$ cat src/rtl/store_byte_merge.sv
// Read-modify-write engine for sub-quadword stores: fetches the containing quadword,
// inserts the store bytes at their lane and writes the merged quadword back.

`ifndef OP_SZ_BYTE
`define OP_SZ_BYTE 2'd0
`endif
`ifndef OP_SZ_WORD
`define OP_SZ_WORD 2'd1
`endif
`ifndef OP_SZ_LWRD
`define OP_SZ_LWRD 2'd2
`endif
`ifndef OP_SZ_QWRD
`define OP_SZ_QWRD 2'd3
`endif

module store_byte_merge #(
   parameter int AW           = 64,
   parameter bit SKIP_QW_READ = 1'b1
) (
   input  logic          clk,
   input  logic          reset,
   input  logic          req_valid,
   output logic          req_ready,
   input  logic [AW-1:0] req_addr,
   input  logic [63:0]   req_data,
   input  logic [1:0]    req_size,
   output logic          done,
   output logic          misalign_err,
   output logic [AW-1:0] mem_addr,
   output logic          mem_rd_req,
   input  logic          mem_rd_valid,
   input  logic [63:0]   mem_rd_data,
   output logic          mem_wr_req,
   output logic [63:0]   mem_wr_data,
   output logic [7:0]    mem_wr_be,
   input  logic          mem_wr_ack,
   output logic [1:0]    dbg_state
);

   // Handshakes: a request transfers on a clock edge where req_valid & req_ready are both
   // high. mem_rd_req stays high until an edge with mem_rd_valid; mem_wr_req stays high
   // until an edge with mem_wr_ack. Address and write data do not change while held.

   typedef enum logic [1:0] {
      ST_IDLE = 2'd0,
      ST_RD   = 2'd1,
      ST_WR   = 2'd2
   } state_t;

   state_t        r_state;
   state_t        w_state_nxt;
   logic          r_done;
   logic          r_misalign;
   logic [AW-1:0] r_addr;
   logic [63:0]   r_wr_data;
   logic [7:0]    r_be;
   logic [63:0]   r_ins;

   logic          w_accept;
   logic [2:0]    w_lane;
   logic          w_misalign;
   logic          w_skip;
   logic [7:0]    w_size_mask;
   logic [7:0]    w_be;
   logic [63:0]   w_ins;
   logic [63:0]   w_bem;
   logic [63:0]   w_merged;

   assign w_accept = req_valid && req_ready;
   assign w_lane   = req_addr[2:0];
   assign w_skip   = SKIP_QW_READ && (req_size == `OP_SZ_QWRD);

   always_comb begin
      w_misalign  = 1'b0;
      w_size_mask = 8'h01;
      case (req_size)
         `OP_SZ_BYTE: begin
            w_size_mask = 8'h01;
            w_misalign  = 1'b0;
         end
         `OP_SZ_WORD: begin
            w_size_mask = 8'h03;
            w_misalign  = w_lane[0];
         end
         `OP_SZ_LWRD: begin
            w_size_mask = 8'h0F;
            w_misalign  = |w_lane[1:0];
         end
         default: begin
            w_size_mask = 8'hFF;
            w_misalign  = |w_lane;
         end
      endcase
   end

   assign w_be  = w_size_mask << w_lane;
   assign w_ins = req_data << {w_lane, 3'b000};

   // The merge uses the lane mask captured at accept, expanded from bytes to bits.
   always_comb begin
      w_bem = '0;
      for (int i = 0; i < 8; i++) begin
         w_bem[i*8 +: 8] = {8{r_be[i]}};
      end
   end

   assign w_merged = (mem_rd_data & ~w_bem) | (r_ins & w_bem);

   always_comb begin
      w_state_nxt = r_state;
      case (r_state)
         ST_IDLE: begin
            if (w_accept && !w_misalign) begin
               w_state_nxt = w_skip ? ST_WR : ST_RD;
            end
         end
         ST_RD: begin
            if (mem_rd_valid) begin
               w_state_nxt = ST_WR;
            end
         end
         ST_WR: begin
            if (mem_wr_ack) begin
               w_state_nxt = ST_IDLE;
            end
         end
         default: w_state_nxt = ST_IDLE;
      endcase
   end

   always_ff @(posedge clk or posedge reset) begin
      if (reset) begin
         r_state    <= ST_IDLE;
         r_done     <= 1'b0;
         r_misalign <= 1'b0;
         r_addr     <= '0;
         r_wr_data  <= '0;
         r_be       <= '0;
         r_ins      <= '0;
      end else begin
         r_state    <= w_state_nxt;
         r_done     <= (r_state == ST_WR) && mem_wr_ack;
         r_misalign <= w_accept && w_misalign;
         if (w_accept && !w_misalign) begin
            r_addr <= {req_addr[AW-1:3], 3'b000};
            r_be   <= w_be;
            r_ins  <= w_ins;
            if (w_skip) begin
               r_wr_data <= req_data;
            end
         end else if ((r_state == ST_RD) && mem_rd_valid) begin
            r_wr_data <= w_merged;
         end
      end
   end

   assign req_ready    = (r_state == ST_IDLE);
   assign mem_rd_req   = (r_state == ST_RD);
   assign mem_wr_req   = (r_state == ST_WR);
   assign done         = r_done;
   assign misalign_err = r_misalign;
   assign mem_addr     = r_addr;
   assign mem_wr_data  = r_wr_data;
   assign mem_wr_be    = r_be;
   assign dbg_state    = r_state;

endmodule
$ cat config.mk
export PLATFORM = sky130hd
export DESIGN_NAME = store_byte_merge
export DESIGN_NICKNAME = d
export VERILOG_FILES = /design/src/rtl/store_byte_merge.sv
export SDC_FILE = /design/constraint.sdc
export NUM_CORES = 1
export LEC_CHECK = 0
export ABC_AREA = 1
export CORE_AREA = 2 2 196 198
export CTS_CLUSTER_DIAMETER = 80
export CTS_CLUSTER_SIZE = 14
export DETAILED_ROUTE_END_ITERATION = 10
export DIE_AREA = 0 0 198 200
export GPL_TIMING_DRIVEN = 0
export PLACE_DENSITY = 0.67
export SYNTH_ARGS = -nofsm -noshare
export SYNTH_HDL_FRONTEND = slang
export SYNTH_SLANG_ARGS = --single-unit
$ cat constraint.sdc
create_clock -name clk -period 19.19 [get_ports clk]
set_clock_uncertainty 0.05 [all_clocks]
set_input_delay 3.838 -clock clk [delete_from_list [all_inputs] [get_ports clk]]
set_output_delay 3.838 -clock clk [all_outputs]
set_load 0.02 [all_outputs]
==> flow_summary.yaml, run 1 <==
setup_path:
  cp_top_family: "buffers and inverters"
  worstPathCellList: "inv_2, nor2_1, clkdlybuf4s50_1"
  max_stage_delay_ns: 0.69
  start_kind: "register"
  worst-endpoint-required_ns: 15.30
  cp-end-kind: "output port"
  critPathArrivalTime_ns: 1.94
  critical_path_peak_fanout: 4
  path_buf_inv: 2
  worst-setup-path-type: "reg -> out"
  slowest_stage: "clkdlybuf4s50_1"
cts:
  numCtsBuffers: 18
  cts.reportedPaths.clkPinSlew_ns: 0.06
  ctsResizeCount: 0
  cts_num_sinks: 201
  cts_tree: "built"
  ctsHoldBuffers: 0
  root_buffer: "clkbuf_16"
  postCtsSetupBuffers: 0
  htreeDepth: 1
  clock_path_buffers: 3
  clk_latency_ns: 0.52
place:
  dpl_worst_slack_ns: 12.95
  gp_congestion: 0.948
  port_buffers: 335
  hpwl_mm: 39.0
synth:
  yosysSeqAreaShare_pct: 45.1
  ys_async_sr_fraction_pct: 100
  ys.flop_type: "dfrtp_1"
  synth_edf_count: 0
  yosysUniqueCellTypes: 28
  ys_warn_count: 0
  synth_area_leader_cell: "dfrtp_1"
  avgSynthCellArea_um2: 7.24
  synth_area_um2: 11100
  postSynthCellCount: 1539
  ys_seq_elements: 201
  yosysTopAreaCellShare_pct: 45.1
  synth_area_leaders: "dfrtp_1 45%, nand2_1 27%, nand3_1 8.8%"
power:
  switching_power_w: 0.000723
  ir_worst_vdd_mv: 0.0796
  p_sw_share_pct: 38.7
  p_leak_nw: 7.72
  internal-power_w: 0.00114
  clockPowerShare_pct: 18.6
  power_w: 0.00187
  seqPwrFrac_pct: 35.9
  power.density_nw_per_um2: 119
  p_comb_share_pct: 45.5
die:
  die-height_um: 200
  die_x_um: 198
  dieArea_um2: 39600
  coreArea_um2: 37400
  fp-row-count: 71
  start_util_pct: 29.8
  ios: 342
routing:
  wl_met1_mm: 20.1
  totalWireLength_mm: 49.4
  drt-wirelength-per-cell_um: 20.5
  vias_per_cell: 4.85
  wl_met3_mm: 4.16
  drcViolationCount: 0
  maxUsedRoutingLayer: "met5"
  antenna_left: 0
  drtPass1Iterations: 6
  drt_iter0_markers: 735
  vias: 11700
  wl_met2_mm: 23.2
sta:
  setup_tns_ns: 0
  rsz0062_at_grt: "no"
  drv_slew: 0
  setup_viol_count_final: 0
  relSlewSlack_pct: 35.9
  finalCritPeriodShare_pct: 30.4
  period_minus_slack_ns: 5.83
  hold_viol_final: 0
  tightest_slew_ns: 0.961
  final.setup.worst_slack_ns: 13.36
  fmax_mhz: 171
global_routing:
  grt_max_degree: 110
  grt_pass1_vias: 11800
  grt_overflow: 0
  antenna_found_initial: 3
  grt_pass1_wl_mm: 73.1
  grt_use_total_pct: 24.9
run:
  maxCapViolCount: 0
status:
  status: "finished clean"
hold_path:
  hold_path_class: "reg -> reg"
finish:
  area_growth_pct: 40.7
  fillers: 3872
  fin_util_pct: 41.9
  final_net_count: 2096
  drive_above_1_share_pct: 9.33
## flip-flops by register name (all words and copies together), names as in the netlist
register	count
dbg_state	2
r_ins	64
mem_wr_data	64
done	1
misalign_err	1
mem_wr_be	8
mem_addr	61
## Yosys cell counts (2+ instances only)
| cell | number |
|---|---|
| clkbuf_1 | 27 |
| buf_1 | 13 |
| nand2_1 | 809 |
| nor2_2 | 2 |
| buf_2 | 44 |
| mux2_2 | 56 |
| nand2_4 | 2 |
| nor3_1 | 2 |
| nor2_1 | 17 |
| inv_2 | 5 |
| o21ai_1 | 2 |
| o21ai_0 | 66 |
| nand2_2 | 2 |
| or2_2 | 9 |
| inv_1 | 22 |
| buf_4 | 24 |
| nor2_4 | 2 |
| o211ai_1 | 11 |
| dfrtp_1 | 201 |
| nand3_1 | 195 |
| buf_6 | 5 |
| a21oi_1 | 17 |
## cells in the final DEF (no fill, tap or decap), types with 9 or more instances in the layout
master / n
buf_1: 13
o211ai_1: 11
dfrtp_1: 201
nand3_1: 195
clkbuf_16: 19
or2_2: 9
mux2_2: 56
clkdlybuf4s50_1: 335
a21oi_1: 17
nand2_1: 809
nor2_1: 17
buf_2: 44
inv_1: 21
clkbuf_1: 27
buf_4: 24
o21ai_0: 66
## cell type report
| class | instances | area (um2) | share of cell area, % |
|---|---|---|---|
| clock inverters | 1 | 8.76 | 0.0559 |
| flip-flops and latches | 201 | 5030 | 32.1 |
| well taps | 511 | 639 | 4.08 |
| inverters | 28 | 113 | 0.718 |
| multi-input cells | 1199 | 5410 | 34.5 |
| plain buffers | 113 | 607 | 3.87 |
| clock buffers | 20 | 489 | 3.12 |
| diodes | 2 | 5.00 | 0.0319 |
| repair buffers | 336 | 3380 | 21.6 |
## power groups by stage
stage               Clock (W)  Sequential, W  Combinational [W]
floorplan                   0       0.000801           0.000311
global route         0.000371       0.000688           0.000925
detailed placement          0       0.000674           0.000852
CTS                  0.000355       0.000670           0.000857
global placement            0       0.000671           0.000847
finish               0.000347       0.000669           0.000850
## worst reg2reg max path, delay by kind of cell, from the launching register on
family	cells	cell delay (ns)
and+or+nand+nor	3	0.40
DFF	1	0.43
buffers and inverters	3	1.35
## metrics by stage
step | cell area, um2 | cells | hold WS [ns]
after detailed placement | 15200 | 2388 | 0.413
after CTS | 15700 | 2409 | 0.431
after global routing | 15700 | 2411 | 0.441
after global placement | 15100 | 2387 | 0.411
final | 15700 | 2411 | 0.427
after floorplan | 11100 | 1541 | 0.393
## layer usage
layer | up-vias | global-route usage [%]
met5 | - | 0
met4 | 2 | 10.2
met3 | 78 | 6.22
met2 | 481 | 42.1
met1 | 5534 | 30.4
li1 | 5604 | -
## path summary, 6_finish.rpt
check | startpoint | to | depth (start not counted) | slack (ns)
max | dbg_state[0] | mem_rd_req | 3 | 13.36
min | mem_addr[63] | mem_addr[63] | 2 | 0.43
max reg2reg | dbg_state[0] | dbg_state[1] | 6 | 16.81
min reg2reg | mem_addr[63] | mem_addr[63] | 2 | 0.43
max in group asynchronous | reset | mem_wr_data[38] | 3 | 14.31
min in group asynchronous | reset | mem_addr[10] | 2 | 3.77
## kinds of logic after synthesis
logic type / Yosys count / share of synthesized area (%)
compound gates: 98 / 4.72
buf+inv: 141 / 6.39
flops: 201 / 45.1
mux: 56 / 5.66
other cells: 1 / 0.0337
simple gates: 1042 / 38.1
(Power assumes the default switching activity.)
==> inputs of run 2 (changes only) <==
--- a/config.mk
+++ b/config.mk
@@ -12,7 +12,7 @@
 export DETAILED_ROUTE_END_ITERATION = 10
 export DIE_AREA = 0 0 198 200
 export GPL_TIMING_DRIVEN = 0
-export PLACE_DENSITY = 0.67
+export PLACE_DENSITY = 0.69
 export SYNTH_ARGS = -nofsm -noshare
 export SYNTH_HDL_FRONTEND = slang
 export SYNTH_SLANG_ARGS = --single-unit
==> constraint.sdc (replaced) <==
create_clock -name clk -period 5.1 [get_ports clk]
set_clock_uncertainty 0.05 [all_clocks]
set_input_delay 1.02 -clock clk [delete_from_list [all_inputs] [get_ports clk]]
set_output_delay 1.02 -clock clk [all_outputs]
set_load 0.02 [all_outputs]
==> run 2 against run 1 <==
  * Setup slack lost 11 ns
  * Non-clock buffer count is 4 higher
  * Sequential cell count unchanged
  * Register-to-register slack got worse by 14 ns
  * Core utilization grew 0.17 points
  * Design area up 0.40%
  * Sequential power grew to 3.8 times the previous value
  * Clock power grew to 3.7 times the previous value
  * Die area did not move
  * Global-route usage rose by 0.18 points
  * Count of clock-buffer cells in the layout down 1
  * Hold slack improved by 0.0025 ns
  * Critical endpoint is now req_ready
==> flow_summary.yaml, run 2 (synthesis results as in run 1) <==
setup_path:
  r2r_start: "dbg_state[0]"
  critPathArrivalTime_ns: 1.86
  slowest_stage: "clkdlybuf4s50_1"
  worst-setup-path-type: "reg -> out"
  cp-end-kind: "output port"
  cp-startpoint: "dbg_state[1]"
  critical_path_peak_fanout: 4
  start_kind: "register"
  worst-endpoint-required_ns: 4.03
  worstPathCellList: "inv_2, nand2_1, inv_1, clkdlybuf4s50_1"
  max_stage_delay_ns: 0.62
status:
  status: "finished clean"
cts:
  htreeDepth: 1
  postCtsSetupBuffers: 0
  clock_path_buffers: 3
  clk_latency_ns: 0.52
  cts_num_sinks: 201
  root_buffer: "clkbuf_16"
  numCtsBuffers: 18
  cts.reportedPaths.clkPinSlew_ns: 0.07
  ctsHoldBuffers: 0
  ctsResizeCount: 0
  cts_tree: "built"
sta:
  setup_viol_count_final: 0
  fmax_mhz: 342
  final.setup.worst_slack_ns: 2.17
  period_minus_slack_ns: 2.93
  hold_viol_final: 0
  tightest_slew_ns: 0.985
  rsz0062_at_grt: "no"
  finalCritPeriodShare_pct: 57.4
  worst_hold_slack_ns: 0.430
  drv_slew: 0
  relSlewSlack_pct: 34.4
finish:
  layout_commonest_cell: "nand2_1"
  final_net_count: 2100
  seq_area_um2: 5030
  finish.instance_area_um2: 15700
  final_cell_mix: "809 x nand2_1, 335 x clkdlybuf4s50_1, 201 x dfrtp_1"
  fillers: 3836
  area_growth_pct: 41.3
  fin_util_pct: 42.1
  multiInputGateArea_um2: 5410
  drive_above_1_share_pct: 9.52
routing:
  vias_per_cell: 4.87
  totalWireLength_mm: 50.1
  drtPass1Iterations: 5
  drt_iter0_markers: 675
  vias: 11800
  antenna_left: 0
  drcViolationCount: 0
  drt-wirelength-per-cell_um: 20.7
die:
  die_x_um: 198
  die-height_um: 200
  coreArea_um2: 37400
  start_util_pct: 29.8
  ios: 342
  fp-row-count: 71
  dieArea_um2: 39600
power:
  power.density_nw_per_um2: 446
  p_leak_nw: 7.75
  ir_worst_vdd_mv: 0.254
global_routing:
  grt_overflow: 0
  grt_use_total_pct: 25.1
  antenna_found_initial: 7
  grt_pass1_vias: 12000
  grt_pass1_wl_mm: 73.5
  grt_max_degree: 44
place:
  dpl_worst_slack_ns: 1.74
  place_area_um2: 15200
  gp_congestion: 0.957
  hpwl_mm: 39.7
  port_buffers: 335
hold_path:
  worstHoldStart: "r_ins[2]"
  hold_path_class: "reg -> reg"
run:
  maxCapViolCount: 0
run 2: cell types whose count changed in the layout (fill, tap and decap cells not counted), sizes merged:
cell,change
clkinvlp,+1
inv,-1
clkbuf,-1
diode,+1
buf,+4
clkinv,+1
run 2: worst paths after layout:
path	to	depth (start not counted)	slack [ns]
max in group asynchronous	r_ins[33]	5	2.88
min reg2reg	r_ins[2]	2	0.43
min	r_ins[2]	2	0.43
max reg2reg	mem_wr_data[7]	7	2.70
min in group asynchronous	mem_addr[60]	2	0.94
max	req_ready	4	2.17
run 2: through the flow:
stage	instances	TNS [ns]	total power, W
3_3_place_gp	2387	-39.72	0.00571
6_report	2416	0	0.00703
4_1_cts	2413	0	0.00708
5_1_grt	2415	0	0.00746
3_5_place_dp	2392	0	0.00575
2_1_floorplan	1541	0	0.00418
run 2: final cells by class:
type                    count  share of cell area, %
inverters                  28                  0.691
repair buffers            340                   21.9
well taps                 511                   4.06
clock inverters             2                  0.159
flip-flops and latches    201                   32.0
clock buffers              19                   2.95
plain buffers             113                   3.85
diodes                      3                 0.0477
multi-input cells        1199                   34.4
run 2: critical path, delay by kind of cell (launching register included):
family | cells | cell delay, ns
buf+inv | 3 | 0.79
flops | 1 | 0.45
simple gates | 1 | 0.10
run 2: power by group:
| part | total [W] | switching (W) | internal [W] |
|---|---|---|---|
| Sequential | 0.00252 | 0.000350 | 0.00217 |
| Clock | 0.00129 | 0.000643 | 0.000650 |
| Combinational | 0.00321 | 0.00175 | 0.00146 |
run 2: metal layers:
| layer | up-vias | part of all wire, % | GRT usage (%) |
|---|---|---|---|
| met4 | 6 | 5.0 | 11.3 |
| met1 | 5507 | 39 | 30.0 |
| met2 | 536 | 46 | 42.2 |
| li1 | 5611 | - | - |
| met3 | 111 | 9.5 | 6.94 |
| met5 | - | 0.086 | 0 |
